$ cat config.mk
export PLATFORM = sky130hd
export DESIGN_NAME = im_fetch_ctrl_flat
export DESIGN_NICKNAME = d
export VERILOG_FILES = /design/src/rtl/im_fetch_ctrl_if.sv /design/src/rtl/im_fetch_ctrl.sv /design/src/flat_wrapper.sv
export SDC_FILE = /design/constraint.sdc
export NUM_CORES = 1
export LEC_CHECK = 0
export ABC_AREA = 0
export CAP_MARGIN = 20
export CORE_UTILIZATION = 45
export DETAILED_ROUTE_END_ITERATION = 7
export HOLD_SLACK_MARGIN = 0.1
export MAX_ROUTING_LAYER = met4
export PLACE_DENSITY = 0.7
export SKIP_LAST_GASP = 1
export SLEW_MARGIN = 20
export SYNTH_ARGS = -nofsm -noshare
export SYNTH_HDL_FRONTEND = slang
export SYNTH_SLANG_ARGS = --single-unit
$ cat constraint.sdc
create_clock -name clk -period 3.2 [get_ports clk]
set_clock_uncertainty 0.15 [all_clocks]
set_input_delay 0.64 -clock clk [delete_from_list [all_inputs] [get_ports clk]]
set_output_delay 0.64 -clock clk [all_outputs]
set_load 0.05 [all_outputs]
$ cat src/rtl/im_fetch_ctrl_if.sv
// Fetch controller bus bundle: instruction-memory read port plus the
// valid/ready instruction stream towards decode.
interface im_fetch_ctrl_if #(
    parameter int ADDR_W = 32
);
    logic [ADDR_W-1:0] im_addr;
    logic [31:0]       im_data;
    logic              inst_valid;
    logic              inst_ready;
    logic [31:0]       inst;
    logic [ADDR_W-1:0] inst_pc;

    modport master (
        output im_addr,
        input  im_data,
        output inst_valid,
        input  inst_ready,
        output inst,
        output inst_pc
    );

    modport slave (
        input  im_addr,
        output im_data,
        input  inst_valid,
        output inst_ready,
        input  inst,
        input  inst_pc
    );
endinterface

$ cat src/rtl/im_fetch_ctrl.sv
// Instruction fetch sequencer with a small prefetch queue and redirect flush.
// Optional FETCH_PERF_CNT_EN adds saturating stall_cnt / fetch_cnt outputs.
module im_fetch_ctrl #(
    parameter int ADDR_W    = 32,
    parameter int QDEPTH    = 2,
    parameter int MEM_BYTES = 1024
) (
    input  logic              clk,
    input  logic              rst_n,
    input  logic              start,
    input  logic [31:0]       prog_len,
    input  logic              redirect,
    input  logic [ADDR_W-1:0] redirect_pc,
    im_fetch_ctrl_if.master   bus,
    output logic              busy,
    output logic              done
`ifdef FETCH_PERF_CNT_EN
    ,
    output logic [31:0]       stall_cnt,
    output logic [31:0]       fetch_cnt
`endif
);

    localparam int PTR_W = $clog2(QDEPTH);
    localparam int CNT_W = PTR_W + 1;

    localparam logic [1:0] IDLE  = 2'd0;
    localparam logic [1:0] FETCH = 2'd1;
    localparam logic [1:0] DRAIN = 2'd2;
    localparam logic [1:0] DONE  = 2'd3;

    localparam logic [33:0] MEM_LIMIT = 34'(MEM_BYTES);

    logic [1:0]        state_q, state_d;
    logic [ADDR_W-1:0] fetch_pc_q, fetch_pc_d;
    logic [ADDR_W-1:0] limit_q, limit_d;
    logic              inflight_q, inflight_d;
    logic [ADDR_W-1:0] inflight_pc_q, inflight_pc_d;
    logic [PTR_W-1:0]  head_q, head_d;
    logic [PTR_W-1:0]  tail_q, tail_d;
    logic [CNT_W-1:0]  count_q, count_d;
    logic [31:0]       q_inst_q [QDEPTH];
    logic [31:0]       q_inst_d [QDEPTH];
    logic [ADDR_W-1:0] q_pc_q   [QDEPTH];
    logic [ADDR_W-1:0] q_pc_d   [QDEPTH];

    logic              inst_valid;
    logic              pop;
    logic              push;
    logic              start_ok;
    logic              redirect_ok;
    logic              can_issue;
    logic [33:0]       len_bytes;
    logic [ADDR_W-1:0] start_limit;
    logic [ADDR_W-1:0] redirect_target;
    logic [CNT_W:0]    occupancy;
    logic [CNT_W:0]    room;

    assign inst_valid     = (count_q != '0);
    assign pop            = inst_valid & bus.inst_ready;
    assign start_ok       = start & ((state_q == IDLE) | (state_q == DONE));
    assign redirect_ok    = redirect & ((state_q == FETCH) | (state_q == DRAIN));
    assign push           = inflight_q & ~redirect_ok & ~start_ok;

    assign len_bytes       = {prog_len, 2'b00};
    assign start_limit     = (len_bytes > MEM_LIMIT) ? ADDR_W'(MEM_BYTES) : ADDR_W'(len_bytes);
    assign redirect_target = redirect_pc & ~ADDR_W'(3);

    // The in-flight word already owns a queue slot, so it counts against capacity.
    assign occupancy = {1'b0, count_q} + (CNT_W+1)'(inflight_q);
    assign room      = (CNT_W+1)'(QDEPTH) + (CNT_W+1)'(pop);
    assign can_issue = (state_q == FETCH) && (fetch_pc_q < limit_q) && (occupancy < room);

    always_comb begin
        state_d       = state_q;
        fetch_pc_d    = fetch_pc_q;
        limit_d       = limit_q;
        inflight_d    = inflight_q;
        inflight_pc_d = inflight_pc_q;
        head_d        = head_q;
        tail_d        = tail_q;
        count_d       = count_q;
        q_inst_d      = q_inst_q;
        q_pc_d        = q_pc_q;

        if (start_ok) begin
            fetch_pc_d = '0;
            limit_d    = start_limit;
            inflight_d = 1'b0;
            state_d    = (start_limit == '0) ? DRAIN : FETCH;
        end else if (redirect_ok) begin
            // Flush wins over everything; the word arriving this cycle is dropped.
            head_d     = '0;
            tail_d     = '0;
            count_d    = '0;
            inflight_d = 1'b0;
            fetch_pc_d = redirect_target;
            state_d    = (redirect_target < limit_q) ? FETCH : DRAIN;
        end else begin
            if (push) begin
                q_inst_d[tail_q] = bus.im_data;
                q_pc_d[tail_q]   = inflight_pc_q;
                tail_d           = tail_q + PTR_W'(1);
            end
            if (pop) begin
                head_d = head_q + PTR_W'(1);
            end
            count_d = count_q + CNT_W'(push) - CNT_W'(pop);

            if (can_issue) begin
                inflight_d    = 1'b1;
                inflight_pc_d = fetch_pc_q;
                fetch_pc_d    = fetch_pc_q + ADDR_W'(4);
            end else begin
                inflight_d = 1'b0;
            end

            case (state_q)
                FETCH:   if (fetch_pc_q >= limit_q) state_d = DRAIN;
                DRAIN:   if ((count_q == '0) && !inflight_q) state_d = DONE;
                default: state_d = state_q;
            endcase
        end
    end

    always_ff @(posedge clk or negedge rst_n) begin
        if (!rst_n) begin
            state_q       <= IDLE;
            fetch_pc_q    <= '0;
            limit_q       <= '0;
            inflight_q    <= 1'b0;
            inflight_pc_q <= '0;
            head_q        <= '0;
            tail_q        <= '0;
            count_q       <= '0;
            for (int i = 0; i < QDEPTH; i++) begin
                q_inst_q[i] <= '0;
                q_pc_q[i]   <= '0;
            end
        end else begin
            state_q       <= state_d;
            fetch_pc_q    <= fetch_pc_d;
            limit_q       <= limit_d;
            inflight_q    <= inflight_d;
            inflight_pc_q <= inflight_pc_d;
            head_q        <= head_d;
            tail_q        <= tail_d;
            count_q       <= count_d;
            q_inst_q      <= q_inst_d;
            q_pc_q        <= q_pc_d;
        end
    end

    assign bus.im_addr    = fetch_pc_q;
    assign bus.inst_valid = inst_valid;
    assign bus.inst       = q_inst_q[head_q];
    assign bus.inst_pc    = q_pc_q[head_q];
    assign busy           = (state_q == FETCH) | (state_q == DRAIN);
    assign done           = (state_q == DONE);

`ifdef FETCH_PERF_CNT_EN
    logic [31:0] stall_cnt_q, stall_cnt_d;
    logic [31:0] fetch_cnt_q, fetch_cnt_d;

    always_comb begin
        stall_cnt_d = stall_cnt_q;
        fetch_cnt_d = fetch_cnt_q;
        if (start_ok) begin
            stall_cnt_d = '0;
            fetch_cnt_d = '0;
        end else begin
            if (inst_valid && !bus.inst_ready && (stall_cnt_q != '1)) begin
                stall_cnt_d = stall_cnt_q + 32'd1;
            end
            if (push && (fetch_cnt_q != '1)) begin
                fetch_cnt_d = fetch_cnt_q + 32'd1;
            end
        end
    end

    always_ff @(posedge clk or negedge rst_n) begin
        if (!rst_n) begin
            stall_cnt_q <= '0;
            fetch_cnt_q <= '0;
        end else begin
            stall_cnt_q <= stall_cnt_d;
            fetch_cnt_q <= fetch_cnt_d;
        end
    end

    assign stall_cnt = stall_cnt_q;
    assign fetch_cnt = fetch_cnt_q;
`endif

endmodule

$ cat src/flat_wrapper.sv
// flat-port wrapper written by rule: the top's interface ports become plain ports
module im_fetch_ctrl_flat 
#(
    parameter int ADDR_W    = 32,
    parameter int QDEPTH    = 2,
    parameter int MEM_BYTES = 1024
)
  (clk, rst_n, start, prog_len, redirect, redirect_pc, busy, done, bus_im_addr, bus_im_data, bus_inst_valid, bus_inst_ready, bus_inst, bus_inst_pc);
  im_fetch_ctrl_if #(.ADDR_W(ADDR_W)) bus_i ();
  input  logic clk;
  input  logic rst_n;
  input  logic start;
  input  logic [31:0] prog_len;
  input  logic redirect;
  input  logic [ADDR_W-1:0] redirect_pc;
  output logic busy;
  output logic done;
  output wire logic [$bits(bus_i.im_addr)-1:0] bus_im_addr;
  input wire logic [$bits(bus_i.im_data)-1:0] bus_im_data;
  output wire logic [$bits(bus_i.inst_valid)-1:0] bus_inst_valid;
  input wire logic [$bits(bus_i.inst_ready)-1:0] bus_inst_ready;
  output wire logic [$bits(bus_i.inst)-1:0] bus_inst;
  output wire logic [$bits(bus_i.inst_pc)-1:0] bus_inst_pc;
  assign bus_im_addr = bus_i.im_addr;
  assign bus_i.im_data = bus_im_data;
  assign bus_inst_valid = bus_i.inst_valid;
  assign bus_i.inst_ready = bus_inst_ready;
  assign bus_inst = bus_i.inst;
  assign bus_inst_pc = bus_i.inst_pc;
  im_fetch_ctrl #(.ADDR_W(ADDR_W), .QDEPTH(QDEPTH), .MEM_BYTES(MEM_BYTES)) u_core (.clk(clk), .rst_n(rst_n), .start(start), .prog_len(prog_len), .redirect(redirect), .redirect_pc(redirect_pc), .bus(bus_i), .busy(busy), .done(done));
endmodule
==> reports/results.tsv <==
metric	value	unit
Die ar.	25500	um2
P_sw	6210	uW
Leak	0.00675	uW
most common library cells after synthesis	dfrtp_1 (221), mux2_2 (215), ha_1 (67)	
Via density	5.31	
unrepaired setup endpoints after global routing	no	
I/O pin count	200	
kind of critical path	reg -> out	
initial DRC count	425	
sequential power share	29.1	%
later-pin clock latency in the skew report	530	ps
design area	14700	um2
core area	24400	um2
DRC viols	0	
Max FO, Critical Path	5	
Worst VDD drop	0.000693	V
first-pass GRT wire length	43900	um
CTS H-tree depth	1	
total CTS buffers	25	
NumNets Final	1329	
crit path DAT	2300	ps
Reg clk slew, reported paths	60	ps
Initial Util	45.9	%
Die H	160	um
number of synthesized flops with an enable pin	0	
Post-synth ARST share	100	%
simple-gate portion of the synthesized area	9.27	%
Mapped Avg Cell Area	12.0	um2
most used flip-flop cell after synthesis	dfrtp_1	
Hold Fails Final Rpt	0	
IO Port Bufs	193	
via count	7999	
antenna violation net count after detailed routing	0	
mux contribution to synthesized area	21.8	%
chip width	160	um
Yosys top cell by area	dfrtp_1	
largest net degree at the start of global routing	80	
YS warnings	0	
gpl congestion	0.869	
sequential element share of the synthesized area	49.4	%
clk buf depth	3	
Setup crit start kind	flop	
slew of the pin with the lowest slew margin	589	ps
Final period util	96.6	%
Post-Synth Adder-Cell Area	7.48	%
P&R area growth vs syn	31.3	%
critical path capture point type	output port	
hold crit path type	reg -> reg	
TNS Setup	0	ps
synthesized instance count	934	
Synth Register Bits	221	
Worst Path Required	2410	ps
Cell Int Power	8550	uW
outcome	finished, final reports clean	
FP Rows	57	
Hold Slack	331	ps
combinational share of power	49.7	%
largest family of logic cells by synthesized area	multiplexers	
number of global-route vias before repair	8288	
Max Fclk	0.323	GHz
initial antenna violation count	1	
Pwr Density	1000	nW/um2
Post-Synth XOR/XNOR Area	2.34	%
Post-DP Area	13800	um2
layout cell share with drive strength beyond 1	28.1	%
TritonRoute pass-1 iters	4	
CTS root buffer	clkbuf_16	
post-CTS setup buffer count	0	
Final setup viols	0	
All-Layer GR Usage	22.1	%
Congestion Overflow GR	0	
most frequent cell after synthesis	dfrtp_1	
Final Critical Period	3090	ps
dpl hpwl	19300	um
Slew headroom	60.8	%
switch share	42.1	%
WL/cell	18.1	um
distinct cell type count of the synthesized netlist	54	
CTS tree	built	
synthesized cell area	11200	um2
most area-consuming cells after synthesis	dfrtp_1 (49%), mux2_2 (22%), ha_1 (7.5%)	
Slew Viols, Final	0	
Synth top area share	49.4	%
Clock Power Share	21.2	%
Compound-Gate Fraction of Synth Area	6.30	%
Sink Count	221	
final WL	27200	um
max-cap violations	0	
[worst max-delay path, stage by stage, from the launching register on]
cell             delay, ps
dfrtp_1                380
inv_1                   70
ha_1                   360
inv_1                  130
clkdlybuf4s50_1        830
[layout make-up]
cell class	count	area, um2
Inverter	43	161
Timing Repair Buffer	243	2370
Clock inverter	11	201
Antenna cell	1	2.50
Clock buffer	35	713
Tap cell	324	405
Fill cell	2000	9680
Multi-Input combinational cell	627	5320
Sequential cell	221	5530
[stage by stage]
stage	power [uW]	util (%)	cells	setup slack [ps]
2_1_floorplan	9260	-	937	317
6_report	14800	60.3	1505	108
3_3_place_gp	11700	56.6	1457	150
3_5_place_dp	11800	56.6	1457	139
4_1_cts	14900	60.2	1504	0.930
5_1_grt	15500	60.3	1505	50.4
[kinds of logic after synthesis]
kind of cell,Yosys count
DFF,221
muxes,217
and+or+nand+nor,187
AOI/OAI and AO/OA,122
buffers and inverters,89
adders and majority gates,67
xor gates and xnor gates,30
other,1
[cells in the final DEF, fill, tap and decap left out, types with 5 or more instances in the layout]
cell type,Yosys,layout
a211oi_1,9,9
a21oi_1,44,43
and2_1,5,5
buf_12,0,6
buf_4,5,44
bufinv_16,0,5
clkbuf_1,17,5
clkbuf_16,0,25
clkbuf_8,0,5
clkdlybuf4s50_1,0,142
dfrtp_1,221,220
dlygate4sd2_1,0,37
dlymetal6s2s_1,0,12
ha_1,67,67
inv_1,43,43
mux2_2,215,215
nand2_1,48,47
nand3_1,19,19
nand4_1,16,16
nor2_1,38,38
nor3_1,12,11
nor4_1,18,18
nor4_2,6,6
o21ai_0,46,46
xnor2_1,28,28
[flip-flops by register name, indices dropped and copies added (netlist names), 2 cells and up]
register,count
u_core.limit_q,30
u_core.state_q,2
u_core.q_pc_q,60
u_core.bus.im_addr,30
u_core.inflight_pc_q,30
u_core.q_inst_q,64
u_core.count_q,2
[worst paths after layout]
kind | start | endpoint | slack [ps] | depth (start not counted)
worst max-delay path | u_core.state_q[0]$_DFFE_PN0P_ | busy | 110 | 4
worst min-delay path | u_core.limit_q[10]$_DFFE_PN0P_ | u_core.limit_q[10]$_DFFE_PN0P_ | 330 | 2
worst max register to register | u_core.bus.im_addr[21]$_DFFE_PN0P_ | u_core.inflight_pc_q[2]$_DFFE_PN0P_ | 310 | 8
worst min register to register | u_core.limit_q[10]$_DFFE_PN0P_ | u_core.limit_q[10]$_DFFE_PN0P_ | 330 | 2
max in group asynchronous | rst_n | u_core.limit_q[14]$_DFFE_PN0P_ | 1500 | 3
min in group asynchronous | rst_n | u_core.q_pc_q[26]$_DFFE_PN0P_ | 530 | 2
[what timing repair did]
item                                    in CTS  in global routing
hold buffers                                 1                  0
endpoints found under the hold margin       74                  0
resized for setup                           38                 12
endpoints found under the setup margin      49                 12
[power groups by stage]
stage | combinational [uW] | sequential [uW] | clock, uW
finish | 7340 | 4290 | 3130
global route | 7810 | 4410 | 3300
CTS | 7390 | 4290 | 3210
detailed placement | 7500 | 4330 | 0
global placement | 7420 | 4290 | 0
floorplan | 4400 | 4860 | 0
[layer usage]
layer	wire (um)	track usage, %
met3	1600	3.43
met5	0	-
met1	12600	30.4
met4	725	5.84
met2	12300	34.2
No activity file was read; power rests on OpenSTA's default activity.
==> edit (same flow settings) <==
`ADDR_W` is set to 32 in 3 places; all go to 40.
--- a/src/rtl/im_fetch_ctrl_if.sv
+++ b/src/rtl/im_fetch_ctrl_if.sv
@@ -2,5 +2,5 @@
 // valid/ready instruction stream towards decode.
 interface im_fetch_ctrl_if #(
-    parameter int ADDR_W = 32
+    parameter int ADDR_W = 40
 );
     logic [ADDR_W-1:0] im_addr;
--- a/src/rtl/im_fetch_ctrl.sv
+++ b/src/rtl/im_fetch_ctrl.sv
@@ -2,5 +2,5 @@
 // Optional FETCH_PERF_CNT_EN adds saturating stall_cnt / fetch_cnt outputs.
 module im_fetch_ctrl #(
-    parameter int ADDR_W    = 32,
+    parameter int ADDR_W    = 40,
     parameter int QDEPTH    = 2,
     parameter int MEM_BYTES = 1024
--- a/src/flat_wrapper.sv
+++ b/src/flat_wrapper.sv
@@ -2,5 +2,5 @@
 module im_fetch_ctrl_flat 
 #(
-    parameter int ADDR_W    = 32,
+    parameter int ADDR_W    = 40,
     parameter int QDEPTH    = 2,
     parameter int MEM_BYTES = 1024
Ports: changed (resized bus_im_addr, bus_inst_pc and redirect_pc); port bits go from 200 to 224. The function was not compared with the original's and may differ.
==> edit against the unedited design <==
Clock power is 7.7% higher. Sequential cell count rose by 34. Count of clock-buffer cells in the layout up 7. Largest cell class unchanged. Total power shrank 2.5%. Synthesized area rose by 13%. Routed wire length is 21% higher. Critical path type is now flip-flop to flip-flop. Design area grew 15%. Register-to-register slack worse by 0.24 ns. Setup slack worse by 0.042 ns.
==> edit: results <==
set metrics [dict create \
    max_slew_margin_pct 53.4 \
    critPathMaxStageDelay_ns 0.57 \
    grt_pass1_vias 9468 \
    track_usage_pct 23.2 \
    peakVddDrop_uv 550 \
    antenna_found_initial 0 \
    drt_pass1_iterations 5 \
    numPortBuffers 217 \
    synth_common_cells "dfrtp_1, mux2_2, ha_1, a21oi_1, o21ai_0" \
    synth.area.top_cells "dfrtp_1, mux2_2, ha_1" \
    status "finished, final reports clean" \
    largestRegisters "u_core.q_pc_q x76, u_core.q_inst_q x64" \
    dpl-instance-area_sq_mm 0.0157 \
    num_vias 9411 \
    antenna_cells 0 \
    final_cells 1746 \
    ys_seq_area_share_pct 50.4 \
    whs_ns 0.335 \
    clock.fmax_mhz 319 \
    cpMaxStageDelayCell "or4b_4" \
    grt_max_degree 86 \
    arrival_ns 3.39 \
    place.gp.congestion 0.891 \
    place_ws_ns -0.0437 \
    drive_above_1_share_pct 29.9 \
    leakagePower_nw 7.87 \
    nets 1529 \
    wire_per_inst_microns 18.8 \
    reg2reg_slack_ns 0.07 \
    drtIter0Drc 520 \
    synth_area_per_cell_sq_um 11.8 \
]
[edit: cell count changes in the layout (fill, tap and decap cells not counted), sizes merged, moves of 13 or more]
| cell | before | now |
|---|---|---|
| buf | 51 | 108 |
| dfrtp | 221 | 255 |
| mux2 | 216 | 242 |
| nor3 | 12 | 34 |
| clkdlybuf4s50 | 142 | 157 |
| a21oi | 44 | 57 |
[edit: worst paths after layout]
| kind | start | to | cells after the start |
|---|---|---|---|
| max in group asynchronous | rst_n | u_core.limit_q[27]$_DFFE_PN0P_ | 3 |
| max | u_core.bus.im_addr[38]$_DFFE_PN0P_ | u_core.inflight_pc_q[6]$_DFFE_PN0P_ | 8 |
| min | u_core.limit_q[10]$_DFFE_PN0P_ | u_core.limit_q[10]$_DFFE_PN0P_ | 2 |
| max reg2reg | u_core.bus.im_addr[38]$_DFFE_PN0P_ | u_core.inflight_pc_q[6]$_DFFE_PN0P_ | 8 |
| min in group asynchronous | rst_n | u_core.limit_q[8]$_DFFE_PN0P_ | 2 |
| min reg2reg | u_core.limit_q[10]$_DFFE_PN0P_ | u_core.limit_q[10]$_DFFE_PN0P_ | 2 |
[edit: worst max-delay path: cells and delay by family (launching register included)]
family	cells	cell delay (ns)
AO/OA/AOI/OAI	1	0.34
buffers and inverters	2	0.39
flip-flops	1	0.42
multiplexers	1	0.33
AND/OR/NAND/NOR	4	1.39
[edit: area by class of cell]
class | count | area (sq um)
Tap cell | 378 | 473
Inverter | 43 | 161
Multi-Input combinational cell | 721 | 6010
Fill cell | 2263 | 10800
Sequential cell | 255 | 6390
Clock buffer | 42 | 845
Timing Repair Buffer | 300 | 2870
Clock inverter | 7 | 135
[edit: kinds of logic after synthesis]
family | count (synthesis) | share of synthesized area, %
AND/OR/NAND/NOR | 228 | 9.23
adder cells (fa/ha/maj) | 71 | 7.01
buffers and inverters | 97 | 3.17
AO/OA/AOI/OAI | 143 | 6.37
XOR/XNOR | 32 | 2.21
flip-flops | 255 | 50.4
other | 1 | 0.0296
multiplexers | 243 | 21.6
[edit: metal layers]
layer / wire length [microns] / vias up / GRT usage (%)
li1: - / 4412 / -
met1: 15000 / 4669 / 31.5
met2: 15300 / 276 / 36.4
met3: 1860 / 54 / 2.99
met4: 741 / 0 / 6.78
met5: 0 / - / -
[edit: what timing repair did]
action                     CTS  global route
gates cloned                 0             4
setup buffers                2             6
setup endpoints to repair   62            68
hold endpoints to repair    63             0
hold buffers                 1             0
resized for setup           31            24
pin swaps                    0             5
[edit: where the power goes]
part,total [mW],switching [mW],internal (mW)
Sequential,4.38,0.442,3.94
Clock,3.37,1.24,2.13
Combinational,6.65,4.10,2.54
